$ cat src/rtl/pmu_dump_serializer.sv
`default_nettype none
// ============================================================================
// Module   : pmu_dump_serializer
// Brief    : Snapshots NUM_CNT 32-bit event counters on request and streams
//            them as a framed, XOR-checksummed byte sequence over valid/ready.
// Revision : 1.0 - initial release
// ============================================================================
module pmu_dump_serializer #(
    parameter int          NUM_CNT = 6,
    parameter logic [7:0]  HEADER  = 8'hA5
) (
    input  logic                   clk,
    input  logic                   rst,
    input  logic [NUM_CNT*32-1:0]  cnt_in,
    input  logic                   dump_req,
    output logic                   out_valid,
    input  logic                   out_ready,
    output logic [7:0]             out_data,
    output logic                   out_last,
    output logic                   busy,
    output logic                   req_dropped
);

    localparam int                 NUM_BYTES = 4 * NUM_CNT;
    localparam int                 IDX_W     = (NUM_BYTES > 1) ? $clog2(NUM_BYTES) : 1;
    localparam logic [IDX_W-1:0]   LAST_IDX  = IDX_W'(NUM_BYTES - 1);

    typedef enum logic [1:0] {
        ST_IDLE = 2'd0,
        ST_HDR  = 2'd1,
        ST_DATA = 2'd2,
        ST_CSUM = 2'd3
    } state_t;

    state_t                 state_q, state_d;
    logic [IDX_W-1:0]       idx_q, idx_d;
    logic [7:0]             csum_q, csum_d;
    logic [NUM_CNT*32-1:0]  snap_q, snap_d;
    logic                   dropped_q, dropped_d;

    logic [7:0]             w_bytes [NUM_BYTES];
    logic [7:0]             w_cur_byte;
    logic                   w_xfer;

    // Flattened counters are little-endian per word, so payload byte i is bits [8i+7:8i].
    for (genvar i = 0; i < NUM_BYTES; i++) begin : g_bytes
        assign w_bytes[i] = snap_q[8*i +: 8];
    end

    assign w_cur_byte = w_bytes[idx_q];
    assign w_xfer     = out_valid && out_ready;

    always_ff @(posedge clk) begin
        if (rst) begin
            state_q   <= ST_IDLE;
            idx_q     <= '0;
            csum_q    <= '0;
            snap_q    <= '0;
            dropped_q <= 1'b0;
        end else begin
            state_q   <= state_d;
            idx_q     <= idx_d;
            csum_q    <= csum_d;
            snap_q    <= snap_d;
            dropped_q <= dropped_d;
        end
    end

    always_comb begin
        state_d   = state_q;
        idx_d     = idx_q;
        csum_d    = csum_q;
        snap_d    = snap_q;
        dropped_d = dump_req && (state_q != ST_IDLE);
        case (state_q)
            ST_IDLE: begin
                if (dump_req) begin
                    snap_d  = cnt_in;
                    state_d = ST_HDR;
                end
            end
            ST_HDR: begin
                if (w_xfer) begin
                    idx_d   = '0;
                    csum_d  = '0;
                    state_d = ST_DATA;
                end
            end
            ST_DATA: begin
                if (w_xfer) begin
                    csum_d = csum_q ^ w_cur_byte;
                    idx_d  = idx_q + 1'b1;
                    if (idx_q == LAST_IDX) begin
                        state_d = ST_CSUM;
                    end
                end
            end
            ST_CSUM: begin
                if (w_xfer) begin
                    state_d = ST_IDLE;
                end
            end
            default: state_d = ST_IDLE;
        endcase
    end

    // Outputs decode registered state only, so ready never combinationally reaches valid.
    always_comb begin
        out_valid = 1'b0;
        out_data  = 8'h00;
        out_last  = 1'b0;
        case (state_q)
            ST_HDR: begin
                out_valid = 1'b1;
                out_data  = HEADER;
            end
            ST_DATA: begin
                out_valid = 1'b1;
                out_data  = w_cur_byte;
            end
            ST_CSUM: begin
                out_valid = 1'b1;
                out_data  = csum_q;
                out_last  = 1'b1;
            end
            default: ;
        endcase
    end

    assign busy        = (state_q != ST_IDLE);
    assign req_dropped = dropped_q;

endmodule
`default_nettype wire

$ cat config.mk
export PLATFORM = sky130hd
export DESIGN_NAME = pmu_dump_serializer
export DESIGN_NICKNAME = d
export VERILOG_FILES = /design/src/rtl/pmu_dump_serializer.sv
export SDC_FILE = /design/constraint.sdc
export NUM_CORES = 1
export LEC_CHECK = 0
export ABC_AREA = 1
export CAP_MARGIN = 20
export CORE_MARGIN = 2
export CORE_UTILIZATION = 53
export CTS_BUF_LIST = sky130_fd_sc_hd__clkbuf_8
export DETAILED_ROUTE_END_ITERATION = 10
export PLACE_DENSITY = 0.94
export SYNTH_ARGS = -nofsm -noshare
export SYNTH_HDL_FRONTEND = slang
export SYNTH_SLANG_ARGS = --single-unit
$ cat constraint.sdc
create_clock -name clk -period 2.65 [get_ports clk]
set_clock_uncertainty 0.05 [all_clocks]
set_input_delay 0.53 -clock clk [delete_from_list [all_inputs] [get_ports clk]]
set_output_delay 0.53 -clock clk [all_outputs]
set_load 0.02 [all_outputs]
---- Word level (Yosys, flattened, before mapping) ----
Index checks and enable logic that the tools add are counted.
word-level totals
  register bits after elaboration ......... 208
  bits of input ports ..................... 196
  output and inout bits ................... 12
cells by class
  add/sub/neg operators ................... 1
  $lt $le $gt $ge ......................... 1
  equal/unequal tests ..................... 9
  multiplexer cells ....................... 18
  bitwise logic cells ..................... 2
  reduce and logical (&&, ||, !) cells .... 9
operator list
  cell                 count
  $bmux 8 s5           1
  $mux 8               4
  $pmux 8 s3           1
  $pmux 8 s2           1
  $mux 2               5
  $mux 5               2
  $ne 2x2->1 const B   5
  $pmux 5 s2           1
  $pmux 2 s4           1
  $xor 8x8->8          1
  $ge 6x6->1 const B   1
  $not 5->6            1
  $add 5x1->5 const B  1
  $eq 5x5->1 const B   1
  $reduce_and 5->1     1
  $eq 2x2->1 const B   2
  $reduce_bool 2->1    2
  $reduce_and 3->1     1
  $reduce_or 3->1      1
  $eq 2x1->1 const B   1
  $logic_and 1x1->1    2
  $logic_not 2->1      1
  $mux 1               2
  $reduce_and 2->1     1

---- Depth between registers and ports, before layout ----
Gate-level depths: netlist of run 1.
  word-level depth ........................ 7
  depth in mapped cells ................... 14
  depth with buffers taken out ............ 12

---- Worst setup path before layout of run 1 ----
OpenSTA, ideal clock, no wires.
  path type ............................... register -> output
  start ................................... register idx_q[0]
  end ..................................... output port out_data[1]
  arrival time ............................ 1583 ps
  data required time ...................... 2070 ps
  slack ................................... 487 ps
  cell stages (with the launch flop) ...... 10
  buffers on the path ..................... 3
  cell sequence ........................... dfxtp_1 -> buf_6 -> buf_8 -> buf_4 -> o21ai_0 -> o211ai_1 -> o211ai_1 -> nand2_1 -> nand2_1 -> a21oi_1
on the way
  word-level cells in the longest chain between the ends .. 5
RTL lines
  element                                    RTL line  RTL
  start: declaration                         36        logic [IDX_W-1:0] idx_q, idx_d;
  start signal: assignment                   62        idx_q <= idx_d;
  $not 5->6 (implied by the code)            50        assign w_cur_byte = w_bytes[idx_q];
  $bmux 8 s5                                 50
  $mux 8 (implied by the code) (2 in a row)  50
  $pmux 8 s3                                 112       case (state_q)
  end: declaration                           18        output logic [7:0] out_data,
Every way passes these cells. The select of a mux whose other input is x is not followed.

---- Final worst setup path of run 1 ----
  start ................................... register idx_q[0]
  end ..................................... output port out_data[2]
The elaborated chain is that of the path after synthesis.

==> metrics.txt, run 1 <==
# TYPE chip_impl_metric gauge
chip_impl_info{name="run_status",value="complete, but fails checks"} 1
chip_impl_info{name="failed_checks",value="design-rule violations, negative setup slack"} 1
chip_impl_metric{name="first_pass_iters",unit=""} 11
chip_impl_metric{name="synthesis.area_per_instance",unit="um2"} 6.76
chip_impl_metric{name="worst-path-max-fanout",unit=""} 12
chip_impl_metric{name="cts_hold_repair.buffers",unit=""} 0
chip_impl_metric{name="clock_insertion_delay_worst_skew",unit="ns"} 0.53
chip_impl_info{name="worst-setup-path-type",value="register to primary output"} 1
chip_impl_metric{name="ctsHtreeMaxLevel",unit=""} 2
chip_impl_info{name="post-synth-top-count-cell",value="nor2_1"} 1
chip_impl_metric{name="vias_per_std_cell",unit=""} 5.79
chip_impl_info{name="main_combinational_cell_family_by_area_after_synthesis",value="simple AND/OR/NAND/NOR gates"} 1
chip_impl_metric{name="antenna_violating_nets_post_route",unit=""} 0
chip_impl_metric{name="synth_warnings",unit=""} 0
chip_impl_info{name="rsz0062_at_grt",value="yes"} 1
chip_impl_metric{name="period_share",unit=""} 1.15
chip_impl_metric{name="post_route_cells_drive_above_1_share",unit=""} 0.106
chip_impl_metric{name="dr_total_vias",unit=""} 10675
chip_impl_metric{name="cp_num_buf_inv",unit=""} 4
chip_impl_metric{name="die_h",unit="um"} 137
chip_impl_info{name="path_cells",value="buf_4 > inv_8 > buf_12 > nand2_1 > nand3_1 > nand3_1 > nand3_2 > nand2_1 > nand2_1 > nand2_2 > nand2_1 > nand2_1 > nand2_1 > nand2_2 > buf_6"} 1
chip_impl_info{name="critical_path.top_delay_family",value="simple AND/OR/NAND/NOR gates"} 1
chip_impl_metric{name="tightest_slew",unit="ns"} 0.563
chip_impl_metric{name="stdcell_count",unit=""} 1845
chip_impl_metric{name="met2_wirelength",unit="um"} 14600
chip_impl_info{name="synth_flop_cell",value="dfxtp_1"} 1
chip_impl_metric{name="critical_path_required",unit="ns"} 2.07
chip_impl_metric{name="floorplan.io_pins",unit=""} 208
chip_impl_info{name="critical_path.most_common_cell",value="nand2_1"} 1
chip_impl_metric{name="post-synth-top-area-fraction",unit=""} 0.441
chip_impl_metric{name="detailedPlacementHpwl",unit="um"} 20600
chip_impl_metric{name="layout_min_cycle_time",unit="ns"} 3.04
chip_impl_metric{name="dieArea",unit="um2"} 18900
chip_impl_metric{name="antennaDiodeCount",unit=""} 0
chip_impl_metric{name="place.gp.congestion",unit=""} 0.890
chip_impl_metric{name="netlist_instances",unit=""} 1397
chip_impl_metric{name="irDropWorstVdd",unit="mV"} 0.536
chip_impl_metric{name="route.final.wire_length",unit="um"} 32300
chip_impl_metric{name="number_of_antenna_violations_at_the_first_check_in_global_routing",unit=""} 0
chip_impl_metric{name="max_freq",unit="MHz"} 329
chip_impl_metric{name="grt_pass1_wl",unit="um"} 47800
chip_impl_info{name="synthDominantAreaCellType",value="dfxtp_1"} 1
chip_impl_info{name="kind_of_launch_point_of_the_worst_setup_path",value="register"} 1
chip_impl_metric{name="cts_buffers",unit=""} 34
chip_impl_metric{name="dp_cells",unit=""} 1769
chip_impl_metric{name="final_nets",unit=""} 1800
chip_impl_metric{name="layout.cell_area.non_filler",unit="um2"} 12900
chip_impl_metric{name="clk_pin_slew_worst_paths",unit="ns"} 0.06
chip_impl_info{name="ys_top_cells_by_count",value="nor2_1, o21ai_0, dfxtp_1, nand2_1, a21oi_1"} 1
chip_impl_metric{name="start_util",unit=""} 0.544
chip_impl_metric{name="grt_overflow",unit=""} 0
chip_impl_info{name="crit_path_end_kind",value="primary output"} 1
chip_impl_metric{name="placeableCoreArea",unit="um2"} 17400
chip_impl_metric{name="hold_viol",unit=""} 0
chip_impl_metric{name="yosys.cell_types.count",unit=""} 27
chip_impl_metric{name="setup_violations",unit=""} 8
chip_impl_info{name="routed.top_layer",value="met4"} 1
chip_impl_metric{name="placement.io_buffers",unit=""} 207
chip_impl_metric{name="drt_iter0_drc",unit=""} 1557
chip_impl_info{name="ys_top_cells_by_area",value="dfxtp_1, nor2_1, o21ai_0"} 1
chip_impl_info{name="cts_root_buffer",value="clkbuf_8"} 1
chip_impl_metric{name="synth_fp_nets",unit=""} 1598
chip_impl_metric{name="leakagePower",unit="uW"} 0.00529
chip_impl_metric{name="arrival",unit="ns"} 2.46
chip_impl_metric{name="yosys.area_share.simple",unit=""} 0.258
chip_impl_metric{name="synth-seq-cells",unit=""} 208
chip_impl_metric{name="grt_pass1_vias",unit=""} 9649
chip_impl_metric{name="max-slew-margin-rel",unit=""} 0.625
chip_impl_metric{name="pin_count_of_the_biggest_net_entering_global_routing",unit=""} 73
chip_impl_metric{name="rows",unit=""} 48
chip_impl_info{name="hold_path.class",value="register to register"} 1
chip_impl_metric{name="clockBufferDepth",unit=""} 3
chip_impl_metric{name="mappedNetlistArea",unit="um2"} 9450
chip_impl_metric{name="synth_seq_area_share",unit=""} 0.441
chip_impl_metric{name="area_growth",unit="%"} 37.0
chip_impl_metric{name="synth_compound_gate_area_share",unit=""} 0.200
chip_impl_metric{name="route.detailed.drc",unit=""} 1
chip_impl_metric{name="clock_sink_count",unit=""} 208
chip_impl_metric{name="layout_setup_ws",unit="ns"} -0.392
chip_impl_metric{name="count_of_flip_flops_with_a_built_in_enable_after_synthesis",unit=""} 0
chip_impl_metric{name="routedWlPerCell",unit="um"} 17.5
chip_impl_metric{name="synth.area.mux_share",unit=""} 0
chip_impl_info{name="crit_slowest_cell",value="dfxtp_4"} 1
chip_impl_metric{name="worst_path_largest_cell_delay",unit="ns"} 0.38
chip_impl_metric{name="report.final.slew_viol_count",unit=""} 0
chip_impl_metric{name="grt.total_usage",unit=""} 0.322
chip_impl_metric{name="placed_area",unit="um2"} 11800
chip_impl_metric{name="die-width",unit="um"} 137
chip_impl_metric{name="max_cap_viol_count",unit=""} 0
chip_impl_metric{name="power.density_cell_area",unit="nW/um2"} 1060
chip_impl_metric{name="post_synth_xor_area_fraction",unit=""} 0
chip_impl_metric{name="wl_met3",unit="um"} 3270
chip_impl_metric{name="routedLengthMet1",unit="um"} 12600
chip_impl_info{name="clock_tree_from_tritoncts",value="yes"} 1
chip_impl_metric{name="dp_worst_slack",unit="ns"} -0.153
chip_impl_metric{name="async_reset_ff_frac",unit=""} 0
chip_impl_metric{name="synth_adder_area_share",unit=""} 0.00662
==> cell type report <==
| type | instances | area, um2 |
|---|---|---|
| clock buffers | 50 | 688 |
| fillers | 1153 | 4420 |
| multi-input cells | 984 | 4490 |
| clock inverters | 7 | 30.0 |
| inverters | 98 | 384 |
| well taps | 225 | 282 |
| flip-flops and latches | 208 | 4170 |
| repair buffers | 273 | 2900 |
==> kinds of logic (layout without fill, tap and decap cells) <==
kind of cell,count (synthesis),in the layout
AOI/OAI and AO/OA,363,363
adders and majority gates,5,5
buffers and inverters,205,428
and+or+nand+nor,616,616
DFF,208,208
==> worst register-to-register path: cells and delay by family (launching register included) <==
kind | cells | cell delay, ns
AND/OR/NAND/NOR | 5 | 0.88
buffers and inverters | 3 | 0.52
flip-flops | 1 | 0.42
AO/OA/AOI/OAI | 2 | 0.32
adder cells (fa/ha/maj) | 1 | 0.28
==> layout by cell type (no fill, tap or decap) <==
master,netlist,routed
o21ai_0,232,226
dfxtp_1,208,205
clkdlybuf4s50_1,0,197
o221ai_1,3,3
clkbuf_16,0,3
dfxtp_2,0,2
clkbuf_8,0,50
nand2_1,175,161
a21oi_2,1,6
nor2_1,345,343
buf_12,0,15
dlygate4sd2_1,0,2
inv_8,0,1
inv_2,5,2
inv_4,0,3
clkinv_2,0,4
ha_1,5,2
nand3_2,0,5
o2111ai_1,1,1
a211oi_1,1,1
nor2_2,2,4
buf_16,0,4
buf_6,6,7
nor3_1,3,3
o211ai_1,19,19
dfxtp_4,0,1
o21ai_1,6,11
buf_8,1,1
buf_4,11,44
nand2_4,0,1
inv_1,92,95
nand2_2,0,13
nand4_1,1,1
o21ai_2,1,2
nand3_1,90,85
ha_2,0,3
a21oi_1,99,94
==> worst paths after layout <==
path	end	cells after the start	slack (ns)	startpoint
worst max register to register	idx_q[4]	11	0.08	state_q[1]
worst max-delay path	out_data[2]	15	-0.39	idx_q[0]
worst min-delay path	snap_q[30]	2	0.40	snap_q[30]
worst min register to register	snap_q[30]	2	0.40	snap_q[30]
==> registers in the layout, summed over array words and instances, names as in the netlist <==
signal,flops
csum_q,8
req_dropped,1
snap_q,192
idx_q,5
state_q,2
==> power by group <==
| group | switching, uW | total, uW | internal [uW] |
|---|---|---|---|
| clock | 1260 | 2910 | 1650 |
| combinational | 3920 | 6410 | 2490 |
| sequential | 468 | 4440 | 3970 |
==> timing repair <==
item,in CTS,in global routing
pin swaps,6,22
setup buffers,7,5
endpoints found under the setup margin,11,10
cloned,4,3
gates resized for setup,63,40
==> metrics by stage <==
step / hold WS, ns / utilization / total power, uW / setup TNS, ns
5_1_grt: 0.422 / 0.746 / 14500 / -2.77
3_5_place_dp: 0.394 / 0.679 / 9850 / -0.788
3_3_place_gp: 0.390 / 0.679 / 9660 / -0.514
6_report: 0.405 / 0.746 / 13800 / -2.24
4_1_cts: 0.403 / 0.733 / 13100 / -1.52
2_1_floorplan: 0.379 / - / 8090 / 0
==> metal layers <==
metal | track usage | up-vias
met4 | 0.164 | 0
met5 | 0 | -
li1 | - | 4934
met1 | 0.414 | 4779
met3 | 0.0589 | 191
met2 | 0.516 | 771
(Power assumes the default switching activity.)
==> inputs of run 2 (changes only) <==
--- a/config.mk
+++ b/config.mk
@@ -11,7 +11,7 @@
 export CORE_UTILIZATION = 53
 export CTS_BUF_LIST = sky130_fd_sc_hd__clkbuf_8
 export DETAILED_ROUTE_END_ITERATION = 10
-export PLACE_DENSITY = 0.94
+export PLACE_DENSITY_LB_ADDON = 0.12
 export SYNTH_ARGS = -nofsm -noshare
 export SYNTH_HDL_FRONTEND = slang
 export SYNTH_SLANG_ARGS = --single-unit
==> run 2 against run 1 <==
Compared with the run above:
- the run ends with negative setup slack left
- critical path depth stayed put
- total power is 2.5% lower
- utilization hardly changed
- largest cell class unchanged
- combinational power is 1% lower
==> metrics.txt, run 2 (synthesis gave the netlist of run 1 again) <==
# TYPE chip_impl_metric gauge
chip_impl_metric{name="period_share",unit=""} 1.10
chip_impl_metric{name="cts_hold_repair.buffers",unit=""} 0
chip_impl_info{name="cts_root_buffer",value="clkbuf_8"} 1
chip_impl_metric{name="power.density_cell_area",unit="nW/um2"} 1040
chip_impl_metric{name="post_route_core_utilization",unit=""} 0.746
chip_impl_info{name="crit_slowest_cell",value="dfxtp_4"} 1
chip_impl_info{name="largest_registers",value="snap_q: 192 flops, csum_q: 8 flops, idx_q: 5 flops"} 1
chip_impl_info{name="kind_of_launch_point_of_the_worst_setup_path",value="register"} 1
chip_impl_metric{name="die-width",unit="um"} 137
chip_impl_metric{name="cts_buffers",unit=""} 35
chip_impl_info{name="clock_tree_from_tritoncts",value="yes"} 1
chip_impl_metric{name="stdcell_count",unit=""} 1836
chip_impl_info{name="routed.top_layer",value="met4"} 1
chip_impl_metric{name="number_of_antenna_violations_at_the_first_check_in_global_routing",unit=""} 1
chip_impl_info{name="hold_path.class",value="register to register"} 1
chip_impl_metric{name="vias_per_std_cell",unit=""} 5.36
chip_impl_metric{name="area_growth",unit="%"} 37.1
chip_impl_metric{name="layout_setup_ws",unit="ns"} -0.254
chip_impl_metric{name="setup.reg_to_reg.worst_slack",unit="ns"} 0.40
chip_impl_metric{name="final_nets",unit=""} 1790
chip_impl_info{name="path_cells",value="buf_12 > buf_12 > nor2_1 > nor2_1 > o21ai_0 > nand3_1 > nand3_2 > nand2_2 > nand2_2 > nand2_2 > nand2_1 > nand2_1 > nand2_1 > nand2_1 > buf_6"} 1
chip_impl_metric{name="ff2ff_path_depth",unit=""} 10
chip_impl_metric{name="worstHoldPathCells",unit=""} 2
chip_impl_metric{name="grt.total_usage",unit=""} 0.299
chip_impl_metric{name="leakagePower",unit="uW"} 0.00530
chip_impl_metric{name="clk_pin_slew_worst_paths",unit="ns"} 0.07
chip_impl_info{name="run_status",value="complete, but fails checks"} 1
chip_impl_info{name="worstReg2RegEnd",value="idx_q[3]"} 1
chip_impl_metric{name="setup_violations",unit=""} 8
chip_impl_info{name="regToRegStartpoint",value="state_q[1]"} 1
chip_impl_metric{name="max_ffs_per_register",unit=""} 192
chip_impl_metric{name="tightest_slew",unit="ns"} 0.508
chip_impl_metric{name="ctsHtreeMaxLevel",unit=""} 2
chip_impl_metric{name="detailedPlacementHpwl",unit="um"} 19300
chip_impl_metric{name="hold_viol",unit=""} 0
chip_impl_info{name="layout_commonest_cell",value="nor2_1"} 1
chip_impl_metric{name="layout_min_cycle_time",unit="ns"} 2.90
chip_impl_metric{name="grt_pass1_vias",unit=""} 8743
chip_impl_metric{name="grt_pass1_wl",unit="um"} 44100
chip_impl_metric{name="max_cap_viol_count",unit=""} 0
chip_impl_metric{name="die_h",unit="um"} 137
chip_impl_metric{name="critical_path_required",unit="ns"} 2.07
chip_impl_metric{name="drt_iter0_drc",unit=""} 784
chip_impl_metric{name="clock_insertion_delay_worst_skew",unit="ns"} 0.51
chip_impl_info{name="whs_endpoint",value="snap_q[124]"} 1
chip_impl_metric{name="dr_total_vias",unit=""} 9841
chip_impl_metric{name="dieArea",unit="um2"} 18900
chip_impl_metric{name="placement.io_buffers",unit=""} 207
chip_impl_metric{name="max-slew-margin-rel",unit=""} 0.661
chip_impl_metric{name="fillerInstances",unit=""} 1405
chip_impl_metric{name="post_route_cells_drive_above_1_share",unit=""} 0.0993
chip_impl_metric{name="dp_cells",unit=""} 1753
chip_impl_metric{name="dp_worst_slack",unit="ns"} -0.317
chip_impl_metric{name="cp_num_buf_inv",unit=""} 3
chip_impl_metric{name="routedLengthMet1",unit="um"} 13100
chip_impl_info{name="critical_path.top_delay_family",value="simple AND/OR/NAND/NOR gates"} 1
chip_impl_info{name="layout_common_cells",value="nor2_1, o21ai_0, dfxtp_1"} 1
chip_impl_metric{name="clock_sink_count",unit=""} 208
chip_impl_metric{name="worst_path_largest_cell_delay",unit="ns"} 0.41
chip_impl_info{name="worst_hold_startpoint",value="snap_q[124]"} 1
chip_impl_metric{name="route.detailed.drc",unit=""} 0
chip_impl_info{name="rsz0062_at_grt",value="yes"} 1
chip_impl_metric{name="antennaDiodeCount",unit=""} 0
chip_impl_metric{name="grt_overflow",unit=""} 0
chip_impl_metric{name="report.final.slew_viol_count",unit=""} 0
chip_impl_metric{name="routedWlPerCell",unit="um"} 15.8
chip_impl_info{name="failed_checks",value="negative setup slack"} 1
chip_impl_metric{name="clockBufferDepth",unit=""} 3
chip_impl_metric{name="arrival",unit="ns"} 2.32
chip_impl_metric{name="wl_met3",unit="um"} 2030
chip_impl_info{name="critical_path.most_common_cell",value="nand2_1"} 1
chip_impl_metric{name="max_freq",unit="MHz"} 344
chip_impl_metric{name="worst-path-max-fanout",unit=""} 11
chip_impl_metric{name="rows",unit=""} 48
chip_impl_metric{name="place.gp.congestion",unit=""} 0.890
chip_impl_info{name="registers.top_by_ff_count",value="snap_q"} 1
chip_impl_metric{name="total_power",unit="uW"} 13400
chip_impl_metric{name="placeableCoreArea",unit="um2"} 17400
chip_impl_metric{name="irDropWorstVdd",unit="mV"} 0.600
chip_impl_metric{name="start_util",unit=""} 0.544
chip_impl_metric{name="floorplan.io_pins",unit=""} 208
chip_impl_metric{name="route.final.wire_length",unit="um"} 29000
chip_impl_info{name="crit_path_end_kind",value="primary output"} 1
chip_impl_metric{name="met2_wirelength",unit="um"} 13100
chip_impl_metric{name="first_pass_iters",unit=""} 6
chip_impl_metric{name="antenna_violating_nets_post_route",unit=""} 0
chip_impl_info{name="worst-setup-path-type",value="register to primary output"} 1
chip_impl_metric{name="pin_count_of_the_biggest_net_entering_global_routing",unit=""} 113
## run 2: changes by cell type in the layout (fill, tap and decap cells not counted), moves of 5 or more
cell	before	now
buf_12	15	21
buf_4	44	27
clkbuf_8	50	43
nand3_2	5	10
inv_1	95	106
nand3_1	85	80
## run 2: worst max path at each step
stage             start     endpoint  cells after the start
3_3_place_gp   idx_q[1]  out_data[5]                     13
2_1_floorplan  idx_q[0]  out_data[1]                      9
4_1_cts        idx_q[0]  out_data[7]                     15
6_report       idx_q[0]  out_data[0]                     15
5_1_grt        idx_q[0]  out_data[2]                     15
3_5_place_dp   idx_q[1]  out_data[5]                     13
## run 2: timing repair
item / in CTS / in global routing
cloned: 6 / 2
setup buffers: 13 / 3
setup endpoints to repair: 10 / 9
resized for setup: 92 / 16
pin swaps: 37 / 22
## run 2: worst min-delay path: stages, from the launching register on
cell     delay, ns
dfxtp_1       0.30
inv_1         0.06
a21oi_1       0.05
## run 2: where the power goes
| part | leakage, uW | switching, uW | internal [uW] |
|---|---|---|---|
| clock network | 0.000389 | 1230 | 1450 |
| registers | 0.00172 | 425 | 3970 |
| logic | 0.00319 | 3730 | 2600 |
| total | 0.00530 | 5390 | 8020 |
## run 2: layout make-up
class,count,area [um2],area share
repair buffers,262,2920,0.226
well taps,225,282,0.0217
flip-flops and latches,208,4170,0.322
clock inverters,16,63.8,0.00493
inverters,98,379,0.0293
multi-input cells,984,4540,0.351
clock buffers,43,592,0.0457
## run 2: routing by layer
layer / up-vias / track usage
li1: 4911 / -
met1: 4508 / 0.419
met2: 356 / 0.467
met3: 66 / 0.0493
met4: 0 / 0.108
met5: - / 0
## run 2: stage by stage
step	hold slack [ns]	area (um2)	setup TNS, ns
2_1_floorplan	0.379	9450	0
3_3_place_gp	0.389	11700	-1.41
3_5_place_dp	0.392	11700	-1.57
4_1_cts	0.401	12800	-1.61
5_1_grt	0.416	12900	-2.58
6_report	0.405	12900	-1.71
==> inputs of run 3 (changes only) <==
--- a/config.mk
+++ b/config.mk
@@ -6,11 +6,13 @@
 export NUM_CORES = 1
 export LEC_CHECK = 0
 export ABC_AREA = 1
+export ABC_CLOCK_PERIOD_IN_PS = 2650
 export CAP_MARGIN = 20
 export CORE_MARGIN = 2
 export CORE_UTILIZATION = 53
 export CTS_BUF_LIST = sky130_fd_sc_hd__clkbuf_8
 export DETAILED_ROUTE_END_ITERATION = 10
+export GPL_TIMING_DRIVEN = 1
 export PLACE_DENSITY_LB_ADDON = 0.12
 export SYNTH_ARGS = -nofsm -noshare
 export SYNTH_HDL_FRONTEND = slang
==> results of run 3 <==
No change in the layout: final DEF, timing and power equal those of run 2.
